### config.mk
export PLATFORM = sky130hd
export DESIGN_NAME = inagu_nd_flat
export DESIGN_NICKNAME = d
export VERILOG_FILES = /design/src/rtl/inagu_nd_pkg.sv /design/src/rtl/inagu_nd_if.sv /design/src/rtl/inagu_nd_zigzag.sv /design/src/rtl/inagu_nd.sv /design/src/flat_wrapper.sv
export SDC_FILE = /design/constraint.sdc
export NUM_CORES = 1
export LEC_CHECK = 0
export CAP_MARGIN = 20
export CORE_ASPECT_RATIO = 1.25
export CORE_MARGIN = 2
export CORE_UTILIZATION = 35
export CTS_CLUSTER_DIAMETER = 150
export CTS_CLUSTER_SIZE = 25
export DETAILED_ROUTE_END_ITERATION = 12
export SYNTH_ARGS = -nofsm -noshare
export SYNTH_HDL_FRONTEND = slang
export SYNTH_SLANG_ARGS = --single-unit
### constraint.sdc
create_clock -name clk -period 21.3 [get_ports clk]
set_input_delay 5.325 -clock clk [delete_from_list [all_inputs] [get_ports clk]]
set_output_delay 5.325 -clock clk [all_outputs]
set_load 0.005 [all_outputs]
### src/rtl/inagu_nd_pkg.sv
// inagu_nd_pkg: shared width defaults and state encodings for the MVU input/weight address generator.
package inagu_nd_pkg;
    localparam int DEF_BPREC    = 6;
    localparam int DEF_BWBANKA  = 9;
    localparam int DEF_BDBANKA  = 15;
    localparam int DEF_BWLENGTH = 8;
    localparam int DEF_NDIM     = 4;
    localparam logic [0:0] S_IDLE = 1'b0;
    localparam logic [0:0] S_RUN  = 1'b1;
endpackage

### src/rtl/inagu_nd_if.sv
// inagu_nd_if: job configuration, step control and address-beat outputs of the address generator.
interface inagu_nd_if import inagu_nd_pkg::*; #(
    parameter int BPREC    = DEF_BPREC,
    parameter int BWBANKA  = DEF_BWBANKA,
    parameter int BDBANKA  = DEF_BDBANKA,
    parameter int BWLENGTH = DEF_BWLENGTH,
    parameter int NDIM     = DEF_NDIM
) ();
    logic                       start;
    logic                       en;
    logic [BPREC-1:0]           iprecision;
    logic [BPREC-1:0]           wprecision;
    logic [NDIM*BDBANKA-1:0]    istride;
    logic [NDIM*BWLENGTH-1:0]   ilength;
    logic [BDBANKA-1:0]         ibaseaddr;
    logic [NDIM*BWBANKA-1:0]    wstride;
    logic [NDIM*BWLENGTH-1:0]   wlength;
    logic [BWBANKA-1:0]         wbaseaddr;
    logic                       busy;
    logic                       valid;
    logic [BDBANKA-1:0]         iaddr_out;
    logic [BWBANKA-1:0]         waddr_out;
    logic                       imsb;
    logic                       wmsb;
    logic                       sh_out;
    logic                       shacc_done;
    logic                       done;
    modport master (
        output start, en, iprecision, wprecision, istride, ilength, ibaseaddr,
               wstride, wlength, wbaseaddr,
        input  busy, valid, iaddr_out, waddr_out, imsb, wmsb, sh_out, shacc_done, done
    );
    // wlength mirrors ilength by contract, so the generator never reads it
    modport slave (
        input  start, en, iprecision, wprecision, istride, ilength, ibaseaddr,
               wstride, wbaseaddr,
        output busy, valid, iaddr_out, waddr_out, imsb, wmsb, sh_out, shacc_done, done
    );
endinterface

### src/rtl/inagu_nd_zigzag.sv
// inagu_nd_zigzag: walks (offw, offd) bit-plane pairs diagonal by diagonal, offw ascending within a diagonal.
module inagu_nd_zigzag import inagu_nd_pkg::*; #(
    parameter int BPREC = DEF_BPREC
) (
    input  logic             clk,
    input  logic             clr_n,
    input  logic             i_init,
    input  logic             i_step,
    input  logic [BPREC-1:0] i_pw,
    input  logic [BPREC-1:0] i_pd,
    output logic [BPREC-1:0] o_offw,
    output logic [BPREC-1:0] o_offd,
    output logic             o_first,
    output logic             o_last
);
    logic [BPREC:0]   r_s;
    logic [BPREC-1:0] r_offw;
    logic [BPREC:0]   w_pw1, w_pd1, w_sn, w_lo, w_lo_n, w_hi;
    assign w_pw1   = {1'b0, i_pw} - 1'b1;
    assign w_pd1   = {1'b0, i_pd} - 1'b1;
    assign w_sn    = r_s + 1'b1;
    assign w_lo    = r_s > w_pd1 ? r_s - w_pd1 : '0;
    assign w_lo_n  = w_sn > w_pd1 ? w_sn - w_pd1 : '0;
    assign w_hi    = r_s < w_pw1 ? r_s : w_pw1;
    assign o_offw  = r_offw;
    assign o_offd  = BPREC'(r_s - {1'b0, r_offw});
    assign o_first = {1'b0, r_offw} == w_lo;
    assign o_last  = r_s == w_pw1 + w_pd1;
    always_ff @(posedge clk) begin
        if (!clr_n || i_init) begin
            r_s    <= '0;
            r_offw <= '0;
        end else if (i_step) begin
            if (o_last) begin
                r_s    <= '0;
                r_offw <= '0;
            end else if ({1'b0, r_offw} == w_hi) begin
                r_s    <= w_sn;
                r_offw <= BPREC'(w_lo_n);
            end else begin
                r_offw <= r_offw + 1'b1;
            end
        end
    end
endmodule

### src/rtl/inagu_nd.sv
// inagu_nd: loop-nest address generator emitting paired data/weight addresses with zig-zag bit-plane offsets.
module inagu_nd import inagu_nd_pkg::*; #(
    parameter int BPREC    = DEF_BPREC,
    parameter int BWBANKA  = DEF_BWBANKA,
    parameter int BDBANKA  = DEF_BDBANKA,
    parameter int BWLENGTH = DEF_BWLENGTH,
    parameter int NDIM     = DEF_NDIM
) (
    input logic       clk,
    input logic       clr_n,
    inagu_nd_if.slave bus
);
    logic [0:0]          r_state;
    logic [BPREC-1:0]    r_pw, r_pd;
    logic [BDBANKA-1:0]  r_ibase, r_iaddr;
    logic [BWBANKA-1:0]  r_wbase, r_waddr;
    logic [BDBANKA-1:0]  r_istr [NDIM];
    logic [BDBANKA-1:0]  r_iacc [NDIM];
    logic [BWBANKA-1:0]  r_wstr [NDIM];
    logic [BWBANKA-1:0]  r_wacc [NDIM];
    logic [BWLENGTH-1:0] r_len [NDIM];
    logic [BWLENGTH-1:0] r_c [NDIM];
    logic                r_valid, r_imsb, r_wmsb, r_sh, r_shacc, r_done;
    logic [NDIM-1:0]     w_inc, w_wrap;
    logic                w_start, w_beat, w_first, w_last;
    logic [BPREC-1:0]    w_offw, w_offd;
    logic [BDBANKA-1:0]  w_iaddr;
    logic [BWBANKA-1:0]  w_waddr;
    assign w_start = r_state == S_IDLE && bus.start;
    assign w_beat  = r_state == S_RUN && bus.en;
    inagu_nd_zigzag #(.BPREC(BPREC)) u_zz (
        .clk     (clk),
        .clr_n   (clr_n),
        .i_init  (w_start),
        .i_step  (w_beat && w_wrap[0]),
        .i_pw    (r_pw),
        .i_pd    (r_pd),
        .o_offw  (w_offw),
        .o_offd  (w_offd),
        .o_first (w_first),
        .o_last  (w_last)
    );
    // the zig-zag pair sits between c0 and c1, so dimension 1 only advances on a zig-zag wrap
    always_comb begin
        w_iaddr   = r_ibase + BDBANKA'(w_offd) + r_iacc[0];
        w_waddr   = r_wbase + BWBANKA'(w_offw) + r_wacc[0];
        w_inc     = '0;
        w_wrap    = '0;
        w_inc[0]  = 1'b1;
        w_wrap[0] = r_c[0] == r_len[0];
        for (int k = 1; k < NDIM; k++) begin
            w_iaddr   = w_iaddr + r_iacc[k];
            w_waddr   = w_waddr + r_wacc[k];
            w_inc[k]  = k == 1 ? w_wrap[0] && w_last : w_wrap[k-1];
            w_wrap[k] = w_inc[k] && r_c[k] == r_len[k];
        end
    end
    always_ff @(posedge clk) begin
        if (!clr_n) begin
            r_state <= S_IDLE;
            r_pw    <= '0;
            r_pd    <= '0;
            r_ibase <= '0;
            r_wbase <= '0;
            r_iaddr <= '0;
            r_waddr <= '0;
            r_valid <= 1'b0;
            r_imsb  <= 1'b0;
            r_wmsb  <= 1'b0;
            r_sh    <= 1'b0;
            r_shacc <= 1'b0;
            r_done  <= 1'b0;
            for (int k = 0; k < NDIM; k++) begin
                r_istr[k] <= '0;
                r_iacc[k] <= '0;
                r_wstr[k] <= '0;
                r_wacc[k] <= '0;
                r_len[k]  <= '0;
                r_c[k]    <= '0;
            end
        end else begin
            r_valid <= w_beat;
            r_imsb  <= w_beat && w_offd == '0;
            r_wmsb  <= w_beat && w_offw == '0;
            // any pair other than (0,0) lies on a diagonal s>0
            r_sh    <= w_beat && r_c[0] == '0 && w_first && (w_offw != '0 || w_offd != '0);
            r_shacc <= w_beat && w_wrap[0] && w_last;
            r_done  <= w_beat && w_wrap[NDIM-1];
            if (w_beat) begin
                r_iaddr <= w_iaddr;
                r_waddr <= w_waddr;
            end
            if (w_start) begin
                r_state <= S_RUN;
                r_pw    <= bus.wprecision == '0 ? BPREC'(1) : bus.wprecision;
                r_pd    <= bus.iprecision == '0 ? BPREC'(1) : bus.iprecision;
                r_ibase <= bus.ibaseaddr;
                r_wbase <= bus.wbaseaddr;
                for (int k = 0; k < NDIM; k++) begin
                    r_istr[k] <= bus.istride[k*BDBANKA +: BDBANKA];
                    r_wstr[k] <= bus.wstride[k*BWBANKA +: BWBANKA];
                    r_len[k]  <= bus.ilength[k*BWLENGTH +: BWLENGTH];
                    r_iacc[k] <= '0;
                    r_wacc[k] <= '0;
                    r_c[k]    <= '0;
                end
            end else if (w_beat) begin
                for (int k = 0; k < NDIM; k++) begin
                    if (w_inc[k]) begin
                        r_c[k]    <= w_wrap[k] ? '0 : r_c[k] + 1'b1;
                        r_iacc[k] <= w_wrap[k] ? '0 : r_iacc[k] + r_istr[k];
                        r_wacc[k] <= w_wrap[k] ? '0 : r_wacc[k] + r_wstr[k];
                    end
                end
                if (w_wrap[NDIM-1]) r_state <= S_IDLE;
            end
        end
    end
    assign bus.busy       = r_state == S_RUN;
    assign bus.valid      = r_valid;
    assign bus.iaddr_out  = r_iaddr;
    assign bus.waddr_out  = r_waddr;
    assign bus.imsb       = r_imsb;
    assign bus.wmsb       = r_wmsb;
    assign bus.sh_out     = r_sh;
    assign bus.shacc_done = r_shacc;
    assign bus.done       = r_done;
endmodule

### src/flat_wrapper.sv
// flat-port wrapper written by rule: the top's interface ports become plain ports
module inagu_nd_flat import inagu_nd_pkg::*;
#(
    parameter int BPREC    = DEF_BPREC,
    parameter int BWBANKA  = DEF_BWBANKA,
    parameter int BDBANKA  = DEF_BDBANKA,
    parameter int BWLENGTH = DEF_BWLENGTH,
    parameter int NDIM     = DEF_NDIM
)
  (clk, clr_n, bus_start, bus_en, bus_iprecision, bus_wprecision, bus_istride, bus_ilength, bus_ibaseaddr, bus_wstride, bus_wbaseaddr, bus_busy, bus_valid, bus_iaddr_out, bus_waddr_out, bus_imsb, bus_wmsb, bus_sh_out, bus_shacc_done, bus_done);
  inagu_nd_if #(.BPREC(BPREC), .BWBANKA(BWBANKA), .BDBANKA(BDBANKA), .BWLENGTH(BWLENGTH), .NDIM(NDIM)) bus_i ();
  input logic clk;
  input logic clr_n;
  input wire logic [$bits(bus_i.start)-1:0] bus_start;
  input wire logic [$bits(bus_i.en)-1:0] bus_en;
  input wire logic [$bits(bus_i.iprecision)-1:0] bus_iprecision;
  input wire logic [$bits(bus_i.wprecision)-1:0] bus_wprecision;
  input wire logic [$bits(bus_i.istride)-1:0] bus_istride;
  input wire logic [$bits(bus_i.ilength)-1:0] bus_ilength;
  input wire logic [$bits(bus_i.ibaseaddr)-1:0] bus_ibaseaddr;
  input wire logic [$bits(bus_i.wstride)-1:0] bus_wstride;
  input wire logic [$bits(bus_i.wbaseaddr)-1:0] bus_wbaseaddr;
  output wire logic [$bits(bus_i.busy)-1:0] bus_busy;
  output wire logic [$bits(bus_i.valid)-1:0] bus_valid;
  output wire logic [$bits(bus_i.iaddr_out)-1:0] bus_iaddr_out;
  output wire logic [$bits(bus_i.waddr_out)-1:0] bus_waddr_out;
  output wire logic [$bits(bus_i.imsb)-1:0] bus_imsb;
  output wire logic [$bits(bus_i.wmsb)-1:0] bus_wmsb;
  output wire logic [$bits(bus_i.sh_out)-1:0] bus_sh_out;
  output wire logic [$bits(bus_i.shacc_done)-1:0] bus_shacc_done;
  output wire logic [$bits(bus_i.done)-1:0] bus_done;
  assign bus_i.start = bus_start;
  assign bus_i.en = bus_en;
  assign bus_i.iprecision = bus_iprecision;
  assign bus_i.wprecision = bus_wprecision;
  assign bus_i.istride = bus_istride;
  assign bus_i.ilength = bus_ilength;
  assign bus_i.ibaseaddr = bus_ibaseaddr;
  assign bus_i.wstride = bus_wstride;
  assign bus_i.wbaseaddr = bus_wbaseaddr;
  assign bus_busy = bus_i.busy;
  assign bus_valid = bus_i.valid;
  assign bus_iaddr_out = bus_i.iaddr_out;
  assign bus_waddr_out = bus_i.waddr_out;
  assign bus_imsb = bus_i.imsb;
  assign bus_wmsb = bus_i.wmsb;
  assign bus_sh_out = bus_i.sh_out;
  assign bus_shacc_done = bus_i.shacc_done;
  assign bus_done = bus_i.done;
  inagu_nd #(.BPREC(BPREC), .BWBANKA(BWBANKA), .BDBANKA(BDBANKA), .BWLENGTH(BWLENGTH), .NDIM(NDIM)) u_core (.clk(clk), .clr_n(clr_n), .bus(bus_i));
endmodule
## Word-level counts from Yosys, hierarchy flattened

Memory sizes are Yosys's and may differ from the RTL's.
Index checks and enable logic that the tools add are counted.

- $add $sub $neg: 30
- Multipliers: 0
- Divide/modulo/power cells: 0
- $lt $le $gt $ge: 3
- Equal/unequal tests: 7
- Shift operators: 0
- Multiplexer cells: 83
- Bitwise logic cells: 37
- Reduce and logical (&&, ||, !) cells: 29

Operator list:

| operator | number |
|---|---|
| $mux 15 | 16 |
| $mux 9 | 16 |
| $mux 8 | 16 |
| $add 15x15->15 | 8 |
| $add 9x9->9 | 8 |
| $or 1x1->1 | 36 |
| $add 8x1->8 const B | 4 |
| $eq 8x8->1 | 4 |
| $mux 6 | 5 |
| $mux 7 | 4 |
| $mux 1 | 26 |
| $logic_not 6->1 | 4 |
| $add 15x6->15 | 1 |
| $eq 6x7->1 | 2 |
| $gt 7x7->1 | 2 |
| $logic_and 1x1->1 | 14 |
| $sub 6x1->7 const B | 2 |
| $reduce_bool 6->1 | 2 |
| $sub 6x6->6 | 2 |
| $add 9x6->9 | 1 |
| $logic_not 8->1 | 1 |
| $add 7x1->7 const B | 1 |
| $add 7x7->7 | 1 |
| $eq 7x7->1 | 1 |
| 8 further kinds | 12 |

- Bits in registers: 80
- Bits in latches: 0
- Bits in writable memories: 256
- Bits in read-only memories: 0
- Input port bits: 168
- Output and inout port bits: 31
- Memories kept: 6

Memory list:

| memory | words | width | read ports | clocked after Yosys merged registers in | write ports | line | RTL |
|---|---|---|---|---|---|---|---|
| u_core.r_iacc | 4 | 15 | 4 | 0 | 4 | inagu_nd.sv:18 | `logic [BDBANKA-1:0] r_iacc [NDIM];` |
| u_core.r_istr | 4 | 15 | 4 | 0 | 4 | inagu_nd.sv:17 | `logic [BDBANKA-1:0] r_istr [NDIM];` |
| u_core.r_wacc | 4 | 9 | 4 | 0 | 4 | inagu_nd.sv:20 | `logic [BWBANKA-1:0] r_wacc [NDIM];` |
| u_core.r_wstr | 4 | 9 | 4 | 0 | 4 | inagu_nd.sv:19 | `logic [BWBANKA-1:0] r_wstr [NDIM];` |
| u_core.r_c | 4 | 8 | 4 | 0 | 4 | inagu_nd.sv:22 | `logic [BWLENGTH-1:0] r_c [NDIM];` |
| u_core.r_len | 4 | 8 | 4 | 0 | 4 | inagu_nd.sv:21 | `logic [BWLENGTH-1:0] r_len [NDIM];` |

## Longest topological paths before layout

Gate-level depths: netlist of the first run.

- Depth in word-level cells: 12
- Gate-level depth with buffers: 23
- Depth with buffers taken out: 23

## Cells and area by module

Synthesis of the first run repeated with hierarchy kept, for this count alone.

- Cell total of the unflattened synthesis: 2159
- Area total of the unflattened synthesis: 21478.1 µm²

By module, submodules not included:

| module | times used | cells an instance | area an instance (µm²) |
|---|---|---|---|
| inagu_nd | 1 | 1824 | 18911.9 |
| inagu_nd_zigzag | 1 | 335 | 2566.2 |

## Least setup slack after synthesis of the first run

No wires, ideal clock.

- Kind: input to register
- From: input port clr_n
- To: register u_core.u_zz.r_offw[5] (netlist: u_core.u_zz.o_offw[5])
- Library setup time: 0.116 ns
- Arrival time: 10.307 ns
- Data required time: 21.184 ns
- Slack: 10.878 ns
- Cell stages on the path: 9
- Path buffers: 3
- Cell sequence: clkbuf_1 > and2_1 > clkbuf_1 > inv_1 > clkbuf_1 > a31oi_1 > nand2_1 > o31ai_1 > a31o_1

- Cells in the longest elaborated chain, start to end: 2

RTL lines:

| item | line | RTL |
|---|---|---|
| from (decl) | flat_wrapper.sv:13 | `input logic clr_n;` |
| $logic_not 1->1 | -- |  |
| $logic_or 1x1->1 | inagu_nd_zigzag.sv:30 | `if (!clr_n \|\| i_init) begin` |
| to (signal assigned) | inagu_nd_zigzag.sv:39 | `r_offw <= BPREC'(w_lo_n);` |
| to (signal assigned) | inagu_nd_zigzag.sv:41 | `r_offw <= r_offw + 1'b1;` |
| to (decl) | inagu_nd_zigzag.sv:17 | `logic [BPREC-1:0] r_offw;` |

Every way passes these cells.
A chain may end at the register's enable or synchronous reset.

==> flow_summary.json, run 1 <==
{
  "diodes": 0,
  "required_ps": 21460,
  "ioPinCount": 199,
  "synth_top_cells_by_count": "edfxtp_1 (224), inv_1 (176), ha_1 (158), nor2_1 (157), and2_1 (139)",
  "hold_ws_ps": 526.2,
  "ys_top_cells_by_area": "edfxtp_1 (32%), dfxtp_1 (11%), ha_1 (9.5%), fa_1 (8.5%), and2_1 (4.2%)",
  "worstPathArrival_ps": 8400,
  "tightest_slew_ps": 1053,
  "finalNetCount": 2544,
  "firstDrtPassIters": 9,
  "synth.avg_cell_area_um2": 10.60,
  "cts.clk_slew.worst_paths_ps": 100,
  "synth_cell_types": 71,
  "die_h_um": 276.1,
  "place_congestion": 0.9016,
  "seq_area_frac_synth": 0.4327,
  "timing.clock.skew_ps": 35.33,
  "power_mw": 1.510,
  "endpoint_kind": "register",
  "synthAdderAreaFrac": 0.1804,
  "max-slew-margin-rel": 0.2966,
  "clock.fmax_mhz": 121.3,
  "syn_area_mm2": 0.02073,
  "clk_latency_ps": 540,
  "cts_setup_buffers": 0,
  "synth_xor_area_frac": 0.07883,
  "critical_path_class": "input pin to register",
  "cp_max_fo": 49,
  "synth-main-ff-cell": "edfxtp_1",
  "initial_core_util": 0.3545,
  "synth_top_family_by_area": "adder cells",
  "drt_wl_total_um": 53980,
  "wl_per_cell_um": 18.63,
  "cts.htree.levels": 1,
  "cts.sinks": 336,
  "drt-vias-per-instance": 5.056,
  "synth_fp_nets": 2370,
  "vias": 14650,
  "status": "finished, violations left",
  "p_int_mw": 1.061,
  "cts_tree": "built",
  "grt_pass1_vias": 14700,
  "finalHoldViolCount": 0,
  "synthMuxAreaShare": 0.002475,
  "power_frac_clock": 0.250,
  "synth-compound-area-share": 0.1106,
  "drive_gt1_frac": 0.02430,
  "setup_viol": 0,
  "final_cells": 2897,
  "ir_drop_mv": 0.04264,
  "p_per_area_mw_per_mm2": 62.72,
  "cts_made_buffers": 17,
  "dp.cells": 2867,
  "synth_most_common_cell": "edfxtp_1",
  "leakagePower_nw": 9.954,
  "sw_frac_of_total": 0.2972,
  "synthSimpleGateAreaFrac": 0.1524,
  "overflow": 0,
  "synth.top_cell.area_share": 0.3245,
  "yosysWarnings": 0,
  "grtUsageTotal": 0.1734,
  "core_mm2": 0.05847,
  "hold_buffers": 0,
  "io_buffers": 198,
  "cts_root_buf": "clkbuf_16",
  "die-area_mm2": 0.06120,
  "clk_path_buf_depth": 3,
  "yosys.area.top_type": "edfxtp_1",
  "die_w_um": 221.7,
  "antenna_found_initial": 0,
  "dp_hpwl_um": 42610,
  "grt_pass1_wl_um": 82990,
  "post_cts_resized": 0,
  "drc": 7,
  "route.antenna.remaining_nets": 0,
  "hold_class": "register to register",
  "min_period_ps": 8241,
  "pwr-share-comb": 0.237,
  "violations": "DRC",
  "synthCells": 1956,
  "grt_max_degree": 121,
  "drt_iter0_markers": 1191,
  "rsz0062_at_grt": "no",
  "placed_area_mm2": 0.02356,
  "synth_enable_flop_cells": 224,
  "switching_power_uw": 448.6,
  "tns_ps": 0,
  "start_kind": "input pin",
  "cap_viol_max_count": 0,
  "final_area_mm2": 0.02407,
  "row_count": 99,
  "fin_crit_sh": 0.3869,
  "synthArstFlopShare": 0,
  "p_seq_frac": 0.513,
  "syn_to_final_growth_pct": 16.12,
  "maxSlewViolCount": 0,
  "ys_ff_latch": 336
}
## cells by family after synthesis
family / count (synthesis)
and+or+nand+nor: 610
buffers and inverters: 234
muxes: 5
adders and majority gates: 246
xor gates and xnor gates: 185
DFF: 336
AOI/OAI and AO/OA: 340
## power groups by stage
stage	logic, mW	clock network [mW]	registers [mW]
after CTS	0.361	0.387	0.775
after global placement	0.352	0	0.789
after detailed placement	0.358	0	0.790
after floorplan	0.243	0	0.773
final	0.358	0.377	0.774
after global routing	0.403	0.408	0.778
## layout by cell type, fill, tap and decap left out, types with 4 or more instances in the layout
cell | Yosys | layout
fa_1 | 88 | 88
mux2i_1 | 4 | 4
o31a_1 | 5 | 5
a21oi_1 | 77 | 77
nor3_1 | 46 | 46
xor2_1 | 85 | 85
a211oi_1 | 15 | 15
nand4_1 | 8 | 8
inv_1 | 176 | 175
clkbuf_16 | 0 | 17
and2_1 | 139 | 138
a21o_1 | 31 | 31
nand2b_1 | 10 | 10
o31ai_1 | 9 | 9
a22o_1 | 57 | 57
nor2_1 | 157 | 156
a21boi_0 | 10 | 10
or4_1 | 7 | 7
nor4_1 | 21 | 21
o21ai_0 | 61 | 60
o211ai_1 | 4 | 4
clkdlybuf4s50_1 | 0 | 198
dfxtp_1 | 112 | 112
o21ai_1 | 4 | 4
clkbuf_1 | 52 | 11
edfxtp_1 | 224 | 224
or2_2 | 6 | 6
or3_1 | 10 | 10
xnor2_1 | 99 | 99
a22oi_1 | 5 | 5
nor2b_1 | 22 | 22
o21bai_1 | 12 | 12
nand3_1 | 45 | 45
and3_1 | 20 | 20
nand2_1 | 95 | 95
buf_4 | 0 | 13
ha_1 | 158 | 158
o21a_1 | 6 | 6
a31oi_1 | 16 | 16
## cell type report
type / count / area (um2)
fillers: 5632 / 34400
multi-input cells: 1386 / 10900
well taps: 757 / 947.2
clock buffers: 28 / 466.7
repair buffers: 213 / 2112
inverters: 176 / 663.1
clock inverters: 1 / 16.27
flip-flops and latches: 336 / 8969
## routing by layer
metal,vias to the layer above,GRT usage,routed length (um)
li1,7167,-,-
met1,7062,0.2222,23190
met2,356,0.3053,26700
met3,61,0.01753,2344
met4,0,0.05821,1752
met5,-,0,0
## registers in the layout, indices dropped and copies added (netlist names), 7 cells and up
register              cells
u_core.bus.iaddr_out     15
u_core.bus.waddr_out      9
u_core.r_c               32
u_core.r_iacc            60
u_core.r_ibase           15
u_core.r_istr            60
u_core.r_len             32
u_core.r_wacc            36
u_core.r_wbase            9
u_core.r_wstr            36
u_core.u_zz.r_s           7
## final timing paths
| kind | startpoint | end | slack [ps] | depth (start not counted) |
|---|---|---|---|---|
| worst max-delay path | bus_start | u_core.r_len[0][2]$_SDFFCE_PN0P_ | 13060 | 7 |
| worst max register to register | u_core.u_zz.o_offw[2]$_SDFFE_PP0P_ | u_core.bus.iaddr_out[14]$_SDFFE_PN0P_ | 15530 | 19 |
| worst min register to register | u_core.r_ibase[14]$_SDFFE_PN0P_ | u_core.r_ibase[14]$_SDFFE_PN0P_ | 530 | 1 |
| worst min-delay path | u_core.r_ibase[14]$_SDFFE_PN0P_ | u_core.r_ibase[14]$_SDFFE_PN0P_ | 530 | 1 |
## critical path: stages
cell and delay, ps:
clkdlybuf4s50_1 600, nand2b_1 150, and2_2 220, buf_4 310
inv_4 510, buf_4 610, buf_4 570
## metrics by stage
step	setup slack, ps	utilization
2_1_floorplan	10880	-
3_3_place_gp	12620	0.4029
3_5_place_dp	12440	0.4029
4_1_cts	13010	0.4112
5_1_grt	12900	0.4117
6_report	13060	0.4117
(Power assumes the default switching activity.)
==> run 2: changes to the inputs <==
==> constraint.sdc (replaced) <==
create_clock -name clk -period 8.03 [get_ports clk]
set_input_delay 2.0075 -clock clk [delete_from_list [all_inputs] [get_ports clk]]
set_output_delay 2.0075 -clock clk [all_outputs]
set_load 0.005 [all_outputs]
==> flow_summary.json, run 2 (same netlist as run 1, synthesis figures left out) <==
{
  "status": "finished, violations left",
  "violations": "DRC",
  "grt_pass1_wl_um": 84520,
  "reg2reg_slack_ps": 2660,
  "place_congestion": 0.8935,
  "final_cells": 2903,
  "cts.sinks": 336,
  "setup_viol": 0,
  "maxSlewViolCount": 0,
  "dp.cells": 2871,
  "critical_path.max_stage_delay_ps": 550,
  "path_cells": "inv_1, ha_1, a21o_1, a21o_1, a21o_1, a21oi_1, xnor2_1, inv_1, fa_1, fa_1, fa_1, inv_1, ha_1, inv_1, o21ai_0, a21o_1, a21oi_1, o211ai_1, a21o_1, a31oi_1, nor2_1",
  "ff2ff_path_depth": 21,
  "final_cell_mix": "edfxtp_1 (224), clkdlybuf4s50_1 (198), inv_1 (175)",
  "fin_crit_sh": 0.6691,
  "post_cts_resized": 0,
  "clk_path_buf_depth": 3,
  "max-slew-margin-rel": 0.2857,
  "start_kind": "register",
  "rsz0062_at_grt": "no",
  "hold_ws_ps": 510.6,
  "diodes": 0,
  "syn_to_final_growth_pct": 16.49,
  "leakagePower_nw": 10.00,
  "core_mm2": 0.05847,
  "clock.fmax_mhz": 186.1,
  "cts.clk_slew.worst_paths_ps": 110,
  "required_ps": 8430,
  "finalHoldViolCount": 0,
  "crit_path_start": "u_core.u_zz.o_offw[1]$_SDFFE_PP0P_",
  "mostFrequentLayoutCell": "edfxtp_1",
  "r2r_end": "u_core.bus.iaddr_out[13]$_SDFFE_PN0P_",
  "met2_usage": 0.3080,
  "drc": 7,
  "row_count": 99,
  "dp_hpwl_um": 42330,
  "ir_drop_mv": 0.1202,
  "finalNetCount": 2549,
  "cts_tree": "built",
  "cp_max_fo": 9,
  "io_buffers": 198,
  "hold_class": "register to register",
  "final_area_mm2": 0.02415,
  "drt-vias-per-instance": 5.008,
  "overflow": 0,
  "globalRouteMet1Util": 0.2258,
  "die_w_um": 221.7,
  "fin_ws_ps": 2657,
  "timing.clock.skew_ps": 25.43,
  "p_per_area_mw_per_mm2": 166.8,
  "clk_latency_ps": 550,
  "drive_gt1_frac": 0.02749,
  "grt_pass1_vias": 15240,
  "wl_per_cell_um": 18.52,
  "placed_area_mm2": 0.02359,
  "cts.htree.levels": 1,
  "tightest_slew_ps": 1062,
  "critical_path_class": "register to register",
  "worstPathArrival_ps": 5780,
  "cap_viol_max_count": 0,
  "tns_ps": 0,
  "busiest_layer": "met2",
  "slowest_stage": "dfxtp_1",
  "die_h_um": 276.1,
  "die-area_mm2": 0.06120,
  "dpl_worst_slack_ps": 2709,
  "vias": 14540,
  "grt_max_degree": 84,
  "drt_wl_total_um": 53760,
  "endpoint_kind": "register",
  "fillers": 5629,
  "cts_setup_buffers": 0,
  "drt_iter0_markers": 959,
  "hold_buffers": 0,
  "ioPinCount": 199,
  "initial_core_util": 0.3545,
  "cts_made_buffers": 17,
  "worstSetupEndpoint": "u_core.bus.iaddr_out[13]$_SDFFE_PN0P_",
  "antenna_found_initial": 0,
  "met3_usage": 0.01807,
  "reg_top3": "u_core.r_iacc (60), u_core.r_istr (60)",
  "route.antenna.remaining_nets": 0,
  "min_period_ps": 5373,
  "r2r_start": "u_core.u_zz.o_offw[1]$_SDFFE_PP0P_",
  "cts_root_buf": "clkbuf_16",
  "critPathMostFrequentCell": "a21o_1",
  "grtUsageTotal": 0.1750,
  "firstDrtPassIters": 9
}
-- run 2: changes by cell type in the layout (fill, tap and decap cells not counted) --
cell       change
buf_4          +5
buf_2          -1
buf_8          +1
bufinv_16      +1
clkbuf_1       -1
inv_12         -1
inv_6          +1
inv_8          +1
-- run 2: critical path, delay by kind of cell, from the launching register on --
kind                     cells  cell delay, ps
AO/OA/AOI/OAI               10            1780
flip-flops                   1             550
XOR/XNOR                     1             160
buffers and inverters        4             410
adder cells (fa/ha/maj)      5            2280
AND/OR/NAND/NOR              1              50
-- run 2: per-layer routing --
layer / vias to the layer above / share of wire
li1: 7170 / -
met4: 0 / 0.029
met3: 67 / 0.036
met2: 285 / 0.49
met1: 7017 / 0.44
met5: - / 0
-- run 2: stage by stage --
stage	utilization	total power [mW]
after global placement	0.4035	3.019
after CTS	0.4123	4.076
final	0.4130	4.027
after global routing	0.4130	4.243
after floorplan	-	2.696
after detailed placement	0.4035	3.039
-- run 2: area by class of cell --
| class | count | area (um2) | area share |
|---|---|---|---|
| Clock inverter | 3 | 50.05 | 0.002073 |
| Multi-Input combinational cell | 1386 | 10900 | 0.4512 |
| Tap cell | 757 | 947.2 | 0.03922 |
| Sequential cell | 336 | 8969 | 0.3714 |
| Inverter | 176 | 663.1 | 0.02746 |
| Clock buffer | 27 | 462.9 | 0.01917 |
| Timing Repair Buffer | 218 | 2160 | 0.08943 |
-- run 2: power by group --
part           total [mW]  leakage, nW  internal, mW  switching (mW)
sequential           2.05         3.34          1.96          0.0934
clock                1.03        0.246         0.441           0.586
combinational       0.951         6.42         0.450           0.500
total                4.03         10.0          2.85            1.18
-- run 2: worst min-delay path by stage --
stage | slack, ps | end | cells past startpoint | startpoint
floorplan | 450 | u_core.bus.iaddr_out[6]$_SDFFE_PN0P_ | 2 | u_core.bus.iaddr_out[6]$_SDFFE_PN0P_
detailed placement | 500 | u_core.r_ibase[14]$_SDFFE_PN0P_ | 1 | u_core.r_ibase[14]$_SDFFE_PN0P_
CTS | 520 | u_core.bus.waddr_out[6]$_SDFFE_PN0P_ | 2 | u_core.bus.waddr_out[6]$_SDFFE_PN0P_
global route | 540 | u_core.bus.waddr_out[2]$_SDFFE_PN0P_ | 2 | u_core.bus.waddr_out[2]$_SDFFE_PN0P_
finish | 510 | u_core.bus.waddr_out[4]$_SDFFE_PN0P_ | 2 | u_core.bus.waddr_out[4]$_SDFFE_PN0P_
global placement | 490 | u_core.r_ibase[14]$_SDFFE_PN0P_ | 1 | u_core.r_ibase[14]$_SDFFE_PN0P_
==> run 3: changes to the inputs <==
==> constraint.sdc (replaced) <==
create_clock -name clk -period 5 [get_ports clk]
set_input_delay 1.25 -clock clk [delete_from_list [all_inputs] [get_ports clk]]
set_output_delay 1.25 -clock clk [all_outputs]
set_load 0.005 [all_outputs]
==> flow_summary.json, run 3 (same netlist as run 1, synthesis figures left out) <==
{
  "status": "finished, violations left",
  "violations": "DRC",
  "hold_ws_ps": 474.9,
  "r2r_start": "u_core.u_zz.o_offw[1]$_SDFFE_PP0P_",
  "cts_made_buffers": 17,
  "max-slew-margin-rel": 0.2776,
  "p_per_area_mw_per_mm2": 262.7,
  "final_cell_mix": "edfxtp_1 (224), clkdlybuf4s50_1 (198), inv_1 (175)",
  "drt_wl_total_um": 54170,
  "io_buffers": 198,
  "required_ps": 5400,
  "die_h_um": 276.1,
  "cts_root_buf": "clkbuf_16",
  "wl_per_cell_um": 18.53,
  "clock.fmax_mhz": 212.0,
  "initial_core_util": 0.3545,
  "setup_viol": 0,
  "cp_num_cells": 21,
  "syn_to_final_growth_pct": 17.52,
  "cts_tree": "built",
  "reg_top3": "u_core.r_iacc (60), u_core.r_istr (60)",
  "grt_max_degree": 137,
  "dp_hpwl_um": 42160,
  "reg2reg_slack_ps": 280,
  "min_period_ps": 4717,
  "clk_path_buf_depth": 3,
  "hold_buffers": 0,
  "critical_path.max_stage_delay_ps": 540,
  "tightest_slew_ps": 1081,
  "cts.sinks": 336,
  "grtUsageTotal": 0.1770,
  "grt_pass1_wl_um": 85150,
  "drive_gt1_frac": 0.04111,
  "core_mm2": 0.05847,
  "drc": 12,
  "cp_max_fo": 3,
  "mostFrequentLayoutCell": "edfxtp_1",
  "fin_ws_ps": 282.9,
  "die_w_um": 221.7,
  "worstPathArrival_ps": 5120,
  "path_cells": "inv_1, ha_1, a21o_1, a21o_1, a21o_1, a21oi_2, xnor2_2, inv_1, fa_1, fa_1, fa_1, inv_1, ha_1, o21ai_2, a21boi_1, o21ai_1, a21oi_2, o2111ai_2, nand3b_1, xnor2_1, o21ai_0",
  "endpoint_kind": "register",
  "drt-vias-per-instance": 5.028,
  "ir_drop_mv": 0.1848,
  "cts.clk_slew.worst_paths_ps": 110,
  "place_congestion": 0.8839,
  "hold_class": "register to register",
  "clk_latency_ps": 540,
  "route.antenna.remaining_nets": 0,
  "die-area_mm2": 0.06120,
  "finalCoreUtilization": 0.4166,
  "critical_path_class": "register to register",
  "critical_path.top_delay_family": "adder cells",
  "worstSetupEndpoint": "u_core.bus.iaddr_out[12]$_SDFFE_PN0P_",
  "cts.htree.levels": 1,
  "slowest_stage": "fa_1",
  "power_mw": 6.400,
  "tns_ps": 0,
  "critPathBufInv": 3,
  "overflow": 0,
  "vias": 14700,
  "cap_viol_max_count": 0,
  "leakagePower_nw": 10.12,
  "dpl_worst_slack_ps": 30.31,
  "r2r_end": "u_core.bus.iaddr_out[12]$_SDFFE_PN0P_",
  "finalNetCount": 2569,
  "grt_pass1_vias": 15270,
  "antenna_found_initial": 0,
  "maxSlewViolCount": 0,
  "ff2ff_path_depth": 21,
  "finalHoldViolCount": 0,
  "ioPinCount": 199,
  "timing.clock.skew_ps": 28.04,
  "whs_path_depth": 2,
  "row_count": 99,
  "crit_path_start": "u_core.u_zz.o_offw[1]$_SDFFE_PP0P_",
  "start_kind": "register",
  "drt_iter0_markers": 807,
  "firstDrtPassIters": 9,
  "fillers": 5635,
  "fin_crit_sh": 0.9434
}
run 3: area by class of cell:
type                    count  area (um2)  share of cell area
multi-input cells        1386       10950              0.4495
flip-flops and latches    336        8970              0.3682
repair buffers            238        2342             0.09615
well taps                 757       947.2             0.03888
inverters                 176       663.1             0.02722
clock buffers              27       462.9             0.01900
clock inverters             2       21.27           0.0008732
diodes                      1       2.502           0.0001027
run 3: worst min-delay path by stage:
| stage | from | end |
|---|---|---|
| 5_1_grt | u_core.bus.iaddr_out[2]$_SDFFE_PN0P_ | u_core.bus.iaddr_out[2]$_SDFFE_PN0P_ |
| 3_3_place_gp | u_core.bus.iaddr_out[10]$_SDFFE_PN0P_ | u_core.bus.iaddr_out[10]$_SDFFE_PN0P_ |
| 6_report | u_core.bus.iaddr_out[2]$_SDFFE_PN0P_ | u_core.bus.iaddr_out[2]$_SDFFE_PN0P_ |
| 3_5_place_dp | u_core.bus.iaddr_out[2]$_SDFFE_PN0P_ | u_core.bus.iaddr_out[2]$_SDFFE_PN0P_ |
| 4_1_cts | u_core.bus.iaddr_out[2]$_SDFFE_PN0P_ | u_core.bus.iaddr_out[2]$_SDFFE_PN0P_ |
| 2_1_floorplan | u_core.bus.iaddr_out[6]$_SDFFE_PN0P_ | u_core.bus.iaddr_out[6]$_SDFFE_PN0P_ |
run 3: worst reg2reg max path: stages, from the launching register on:
cell	delay [ps]
dfxtp_1	350
inv_1	90
ha_1	290
a21o_1	150
a21o_1	190
a21o_1	190
a21oi_2	170
xnor2_2	140
inv_1	80
fa_1	520
fa_1	440
fa_1	540
inv_1	40
ha_1	340
o21ai_2	80
a21boi_1	90
o21ai_1	200
a21oi_2	100
o2111ai_2	230
nand3b_1	120
xnor2_1	150
o21ai_0	80
run 3: stage by stage:
| step | std cells | area, um2 |
|---|---|---|
| after floorplan | 1956 | 20730 |
| after global placement | 2892 | 23810 |
| after detailed placement | 2893 | 23820 |
| after CTS | 2922 | 24300 |
| after global routing | 2922 | 24360 |
| final | 2923 | 24360 |
run 3: metal layers:
layer	share of wire	track usage
met5	0	0
met4	0.041	0.07536
met3	0.041	0.02412
met2	0.48	0.3049
met1	0.43	0.2221
run 3: repair_timing:
action	CTS	global route
pin swaps	0	10
buffers inserted	0	0
setup endpoints to repair	1	7
gates cloned	0	0
gates resized for setup	1	13
run 3: where the power goes:
part / internal, mW / switching [mW]
Clock: 0.655 / 0.937
Combinational: 0.728 / 0.798
Sequential: 3.14 / 0.142
